==> src/rtl/hazard_stall_ctrl.sv <==
// Load-use hazard controller: compares decode sources against in-flight load
// destinations and holds the required stall depth in a registered down-counter.
// Optional build macro: HD_ZERO_REG_EXEMPT_EN (r0 reads never match).
module hazard_stall_ctrl #(
  parameter int REG_AW       = 4,
  parameter int NUM_STAGES   = 2,
  parameter int LOAD_LATENCY = 3,
  parameter int CNT_W        = $clog2(LOAD_LATENCY + 1)
) (
  input  logic                         clk,
  input  logic                         rst,
  input  logic                         d_valid,
  input  logic [REG_AW-1:0]            d_raddr1,
  input  logic [REG_AW-1:0]            d_raddr2,
  input  logic                         d_use1,
  input  logic                         d_use2,
  input  logic [NUM_STAGES-1:0]        s_valid,
  input  logic [NUM_STAGES-1:0]        s_isload,
  input  logic [NUM_STAGES*REG_AW-1:0] s_wreg,
  input  logic                         hold,
  input  logic                         flush,
  output logic                         pc_stall,
  output logic                         ifid_stall,
  output logic                         idex_bubble,
  output logic [CNT_W-1:0]             stall_cnt
);

  logic                  src1_ok, src2_ok;
  logic [NUM_STAGES-1:0] match;
  logic [CNT_W-1:0]      need, eff;
  logic                  stall;

`ifdef HD_ZERO_REG_EXEMPT_EN
  // r0 is hard-wired zero, so a read of it can never depend on a load
  assign src1_ok = d_use1 & (d_raddr1 != '0);
  assign src2_ok = d_use2 & (d_raddr2 != '0);
`else
  assign src1_ok = d_use1;
  assign src2_ok = d_use2;
`endif

  for (genvar g = 0; g < NUM_STAGES; g++) begin : g_stage
    logic [REG_AW-1:0] wreg;
    assign wreg     = s_wreg[g*REG_AW +: REG_AW];
    assign match[g] = s_valid[g] & s_isload[g] & d_valid &
                      ((src1_ok & (d_raddr1 == wreg)) | (src2_ok & (d_raddr2 == wreg)));
  end

  // Deeper stages are closer to writeback, so they need fewer stall cycles
  always_comb begin
    need = '0;
    for (int i = 0; i < NUM_STAGES; i++) begin
      if (match[i] && (i < LOAD_LATENCY) && (CNT_W'(LOAD_LATENCY - i) > need))
        need = CNT_W'(LOAD_LATENCY - i);
    end
  end

  assign eff   = (stall_cnt > need) ? stall_cnt : need;
  assign stall = (eff != '0) & ~flush & ~rst;

  assign pc_stall    = stall;
  assign ifid_stall  = stall;
  assign idex_bubble = stall;

  always_ff @(posedge clk or posedge rst) begin
    if (rst)               stall_cnt <= '0;
    else if (flush)        stall_cnt <= '0;
    else if (hold)         stall_cnt <= stall_cnt;
    else if (eff != '0)    stall_cnt <= eff - CNT_W'(1);
    else                   stall_cnt <= '0;
  end

endmodule

==> config.mk <==
export PLATFORM = sky130hd
export DESIGN_NAME = hazard_stall_ctrl
export DESIGN_NICKNAME = d
export VERILOG_FILES = /design/src/rtl/hazard_stall_ctrl.sv
export SDC_FILE = /design/constraint.sdc
export NUM_CORES = 1
export LEC_CHECK = 0
export ABC_AREA = 1
export BUFFER_PORTS_ARGS = -buffer_cell sky130_fd_sc_hd__buf_2
export CORE_MARGIN = 2
export CORE_UTILIZATION = 35
export CTS_BUF_LIST = sky130_fd_sc_hd__clkbuf_16
export DETAILED_ROUTE_END_ITERATION = 7
export PLACE_DENSITY = 0.69
export SLEW_MARGIN = 5
export SYNTH_ARGS = -nofsm -noshare
export SYNTH_HDL_FRONTEND = slang
export SYNTH_SLANG_ARGS = --single-unit
==> constraint.sdc <==
create_clock -name clk -period 4.2 [get_ports clk]
set_input_delay 0.42 -clock clk [delete_from_list [all_inputs] [get_ports clk]]
set_output_delay 0.42 -clock clk [all_outputs]
set_load 0.03 [all_outputs]
==> Yosys cells after proc, flatten, opt, wreduce, memory -nomap -nowiden <==
Index checks and enable logic that the tools add are counted.
{ "word_totals": {"input_bits": 27, "output_inout_bits": 5, "reg_bits": 2, "wordCells": 33} }
{ "classes": {"n_lt_le_gt_ge": 2, "reduce_logical": 2, "bitwise_logic": 16, "addsub": 1, "n_eq_ne": 5, "mux": 6} }
{ "op_table": {"columns": ["operator", "n"], "rows": [
  ["$eq 4x4->1", 4],
  ["$and 1x1->1", 12],
  ["$mux 2", 6],
  ["$gt 2x2->1", 1],
  ["$gt 2x2->1 const A", 1],
  ["$ne 2x1->1 const B", 1],
  ["$not 1->1", 2],
  ["$or 1x1->1", 2],
  ["$reduce_bool 2->1", 1],
  ["$sub 2x1->2 const B", 1],
  ["$logic_and 1x1->1", 1]
]} }

==> Longest topological paths before layout <==
{ "logic_depth": {"ltp_word": 14, "depth_mapped": 17} }

==> Worst setup path after synthesis <==
Ideal clock, no wire load.
{ "synth_timing": {"kind": "input -> output", "startpoint": "input d_raddr2[0]", "endpoint": "output ifid_stall", "arrival_ns": 2.267, "cell_stages": 17, "setup_slack_ns": 1.513, "path_cell_list": "inv_1 -> nand2_1 -> nand2_1 -> nor2_1 -> nand3_1 -> nand2_2 -> nand2_1 -> nand2_1 -> inv_1 -> ha_1 -> nor2_1 -> o22ai_1 -> or2_2 -> nand3_1 -> nand2_1 -> inv_1 -> buf_4"} }
{ "synth_via": {"elab_chain_len": 13, "word_cells_on_any_way": 17} }
{ "synth_lines": {"columns": ["element", "line_no", "text"], "rows": [
  ["start: declaration", "14", "input logic [REG_AW-1:0] d_raddr2,"],
  ["$eq 4x4->1", "46", "((src1_ok & (d_raddr1 == wreg)) | (src2_ok & (d_raddr2 == wreg)));"],
  ["$and 1x1->1", "46", null],
  ["$or 1x1->1", "46", null],
  ["$and 1x1->1", "45", "assign match[g] = s_valid[g] & s_isload[g] & d_valid &"],
  ["$mux 2", "53", "if (match[i] && (i < LOAD_LATENCY) && (CNT_W'(LOAD_LATENCY - i) > need))"],
  ["$gt 2x2->1", "53", null],
  ["$logic_and 1x1->1", "53", null],
  ["$mux 2 *", "53", null],
  ["$gt 2x2->1", "58", "assign eff = (stall_cnt > need) ? stall_cnt : need;"],
  ["$mux 2 *", "58", null],
  ["$reduce_bool 2->1 *", "59", "assign stall = (eff != '0) & ~flush & ~rst;"],
  ["$and 1x1->1 * (2 in series)", "59", null],
  ["end: declaration", "23", "output logic ifid_stall,"]
]} }
Mark *: on every way between the ends. The rest lies on a longest branch, timed or not.

==> Final worst setup path <==
{ "layout_timing": {"startpoint": "input d_raddr2[0]", "endpoint": "output pc_stall"} }
{ "layout_via": {"elab_chain_len": 13, "word_cells_on_any_way": 17} }
{ "layout_lines": {"columns": ["element", "line_no", "text"], "rows": [
  ["$eq 4x4->1", "46", null],
  ["$and 1x1->1", "46", null],
  ["$or 1x1->1", "46", null],
  ["$and 1x1->1", "45", null],
  ["$mux 2", "53", null],
  ["$gt 2x2->1", "53", null],
  ["$logic_and 1x1->1", "53", null],
  ["$mux 2 *", "53", null],
  ["$gt 2x2->1", "58", null],
  ["$mux 2 *", "58", null],
  ["$reduce_bool 2->1 *", "59", null],
  ["$and 1x1->1 * (2 in series)", "59", null],
  ["end: declaration", "22", "output logic pc_stall,"]
]} }
Marked as above.

==> flow_summary.ini <==
[status]
status = finished clean

[pwr]
p_leak_nw = 0.474
power_uw = 202
power.density_mw_per_mm2 = 281
worst_ir_drop_vdd_uv = 236

[synthesis]
synth_top_cell_by_area = nand2_1
synthAdderAreaFrac_pct = 7.75
yosysSeqAreaShare_pct = 10.3
synth_cell_type_count = 16
yosys.area_share.xor_xnor_pct = 9.04
synth_fp_nets = 123
synth_compound_area_share_pct = 7.75
muxShareOfSynthArea_pct = 0
synth-simple-area-share_pct = 47.3
synthTopCellsByArea = nand2_1 (21%), inv_1 (15%), nor2_1 (12%)
syn_area_per_cell_um2 = 5.21
syn_area_um2 = 484
synth_top_family_by_area = simple AND/OR/NAND/NOR gates
synth-seq-cells = 2
yosysTopAreaCellShare_pct = 20.9
syn-instance-count = 93
synth_warnings = 0

[job]
cap_violations = 0

[hold_path]
hp-class = primary input to asynchronous set/reset pin

[global_route]
grt_pass1_vias = 491
grt-ovfl-total = 0
grt_max_degree = 5
track_usage_pct = 16.4
antenna_found_initial = 0
grt_first_pass_wirelength_mm = 1.84

[floorplanning]
initial_core_util_pct = 37.2
die_w_um = 41.2
core_area_mm2 = 0.00130
dieArea_mm2 = 0.00170
ios = 32
die_h_um = 41.2
rows = 13

[finish]
final_cell_mix = buf_2 (31), nand2_1 (27), inv_1 (19), nor2_1 (16), nand3_1 (8)
reg.largest.list = stall_cnt x2
drive_above_1_share_pct = 29.6
largest_reg_flops = 2
diodes = 0
final_common_cell = buf_2
regMostFlops = stall_cnt
fin_nets = 157
area_growth_pct = 48.3

[setup_path]
worstSetupStartpoint = d_raddr2[0]
setup.worst_path.end_class = output pin
r2r-start = stall_cnt[1]
crit_type = primary input to output pin
worstPathRequired_ps = 3780
worstPathArrival_ps = 2360
crit_fanout = 4
start_kind = primary input

[clock_network]
cts_tree = built
ctsResizeCount = 0
post_cts_buffers = 0
cts_max_path_buffers = 2
cts.sinks = 2
root_buffer = clkbuf_16
cts_hold_buf = 0
numCtsBuffers = 3
cts.clk_slew.worst_paths_ps = 30
clock_latency_ps = 220
cts_max_level = 1

[sta]
slew_headroom_pct = 84.4
fin_crit_ps = 2780
maxSlewViolCount = 0
setup_viol = 0
finClkSkew_ps = 0.694
worstMarginPinSlew_ps = 232
rsz0062_at_grt = false
max_freq_ghz = 0.360
hold_viol = 0
finalCritPeriodShare_pct = 66.2
fin_tns_setup_ps = 0

[detailed_routing]
wire_per_inst_um = 7.94
vias_per_cell = 4.42
firstDrtPassIters = 4
wl_mm = 1.11
initialDrtViolationCount = 16
drc = 0
via_count = 619
ant_nets = 0

[placement]
io_buffers = 31
place_congestion = 0.777
dp_hpwl_um = 956
[critical path, cell delays in order]
cell	delay, ps
buf_2	90
inv_1	100
nor2_1	50
nor2_1	130
nand3_1	110
nand2_2	80
nand2_1	70
nand2_1	70
inv_1	50
ha_1	280
nor2_1	110
o22ai_1	90
or2_2	300
nand3_1	90
nand2_1	50
inv_1	60
buf_2	190
[cell usage after synthesis]
master and count:
a21oi_1 1, buf_4 2, dfrtp_1 2, ha_1 3
inv_1 19, nand2_1 27, nand2_2 1, nand3_1 8
nand3_2 1, nor2_1 16, nor3_1 1, o21ai_0 4
o22ai_1 2, or2_2 1, xnor2_1 4, xor2_1 1
[area by class of cell]
cell class                 count  area (µm²)
fill                         139         583
multi-input combinational     70         348
timing repair buffer          31         155
clock buffer                   3        75.1
inverter                      19        71.3
sequential                     2        50.0
tap                           15        18.8
[kinds of logic after synthesis]
family / count (synthesis)
buffers and inverters: 21
flip-flops: 2
AO/OA/AOI/OAI: 7
adder cells (fa/ha/maj): 3
XOR/XNOR: 5
AND/OR/NAND/NOR: 55
[stage by stage]
stage	std cells	worst slack (ps)	instance area, µm²	util, %	hold WS, ps
3_3_place_gp	137	1480	643	49.4	282
3_5_place_dp	137	1420	643	49.4	284
2_1_floorplan	93	1510	484	-	161
5_1_grt	140	1180	718	55.2	65.4
6_report	140	1420	718	55.2	60.1
4_1_cts	140	1420	718	55.2	60.1
[routing by layer]
layer,GRT usage [%],up-vias,wire length [µm]
met5,0,-,0
met4,4.84,0,0
met3,3.26,0,115
met2,24.6,30,467
met1,23.2,245,527
li1,-,344,-
[path summary, 6_finish.rpt]
| kind | to | slack (ps) | depth (start not counted) |
|---|---|---|---|
| min in group clk | stall_cnt[0] | 480 | 3 |
| hold / removal | stall_cnt[1] | 60 | 2 |
| setup reg to reg | stall_cnt[1] | 2700 | 8 |
| max in group asynchronous | stall_cnt[0] | 4030 | 2 |
| hold reg to reg | stall_cnt[0] | 530 | 2 |
| setup / recovery | pc_stall | 1420 | 17 |
[where the power goes]
group          internal [mW]  switching [mW]
logic                 0.0193          0.0215
registers             0.0195       0.0000602
clock network          0.121          0.0203
Power figures use the tool's default switching activity.
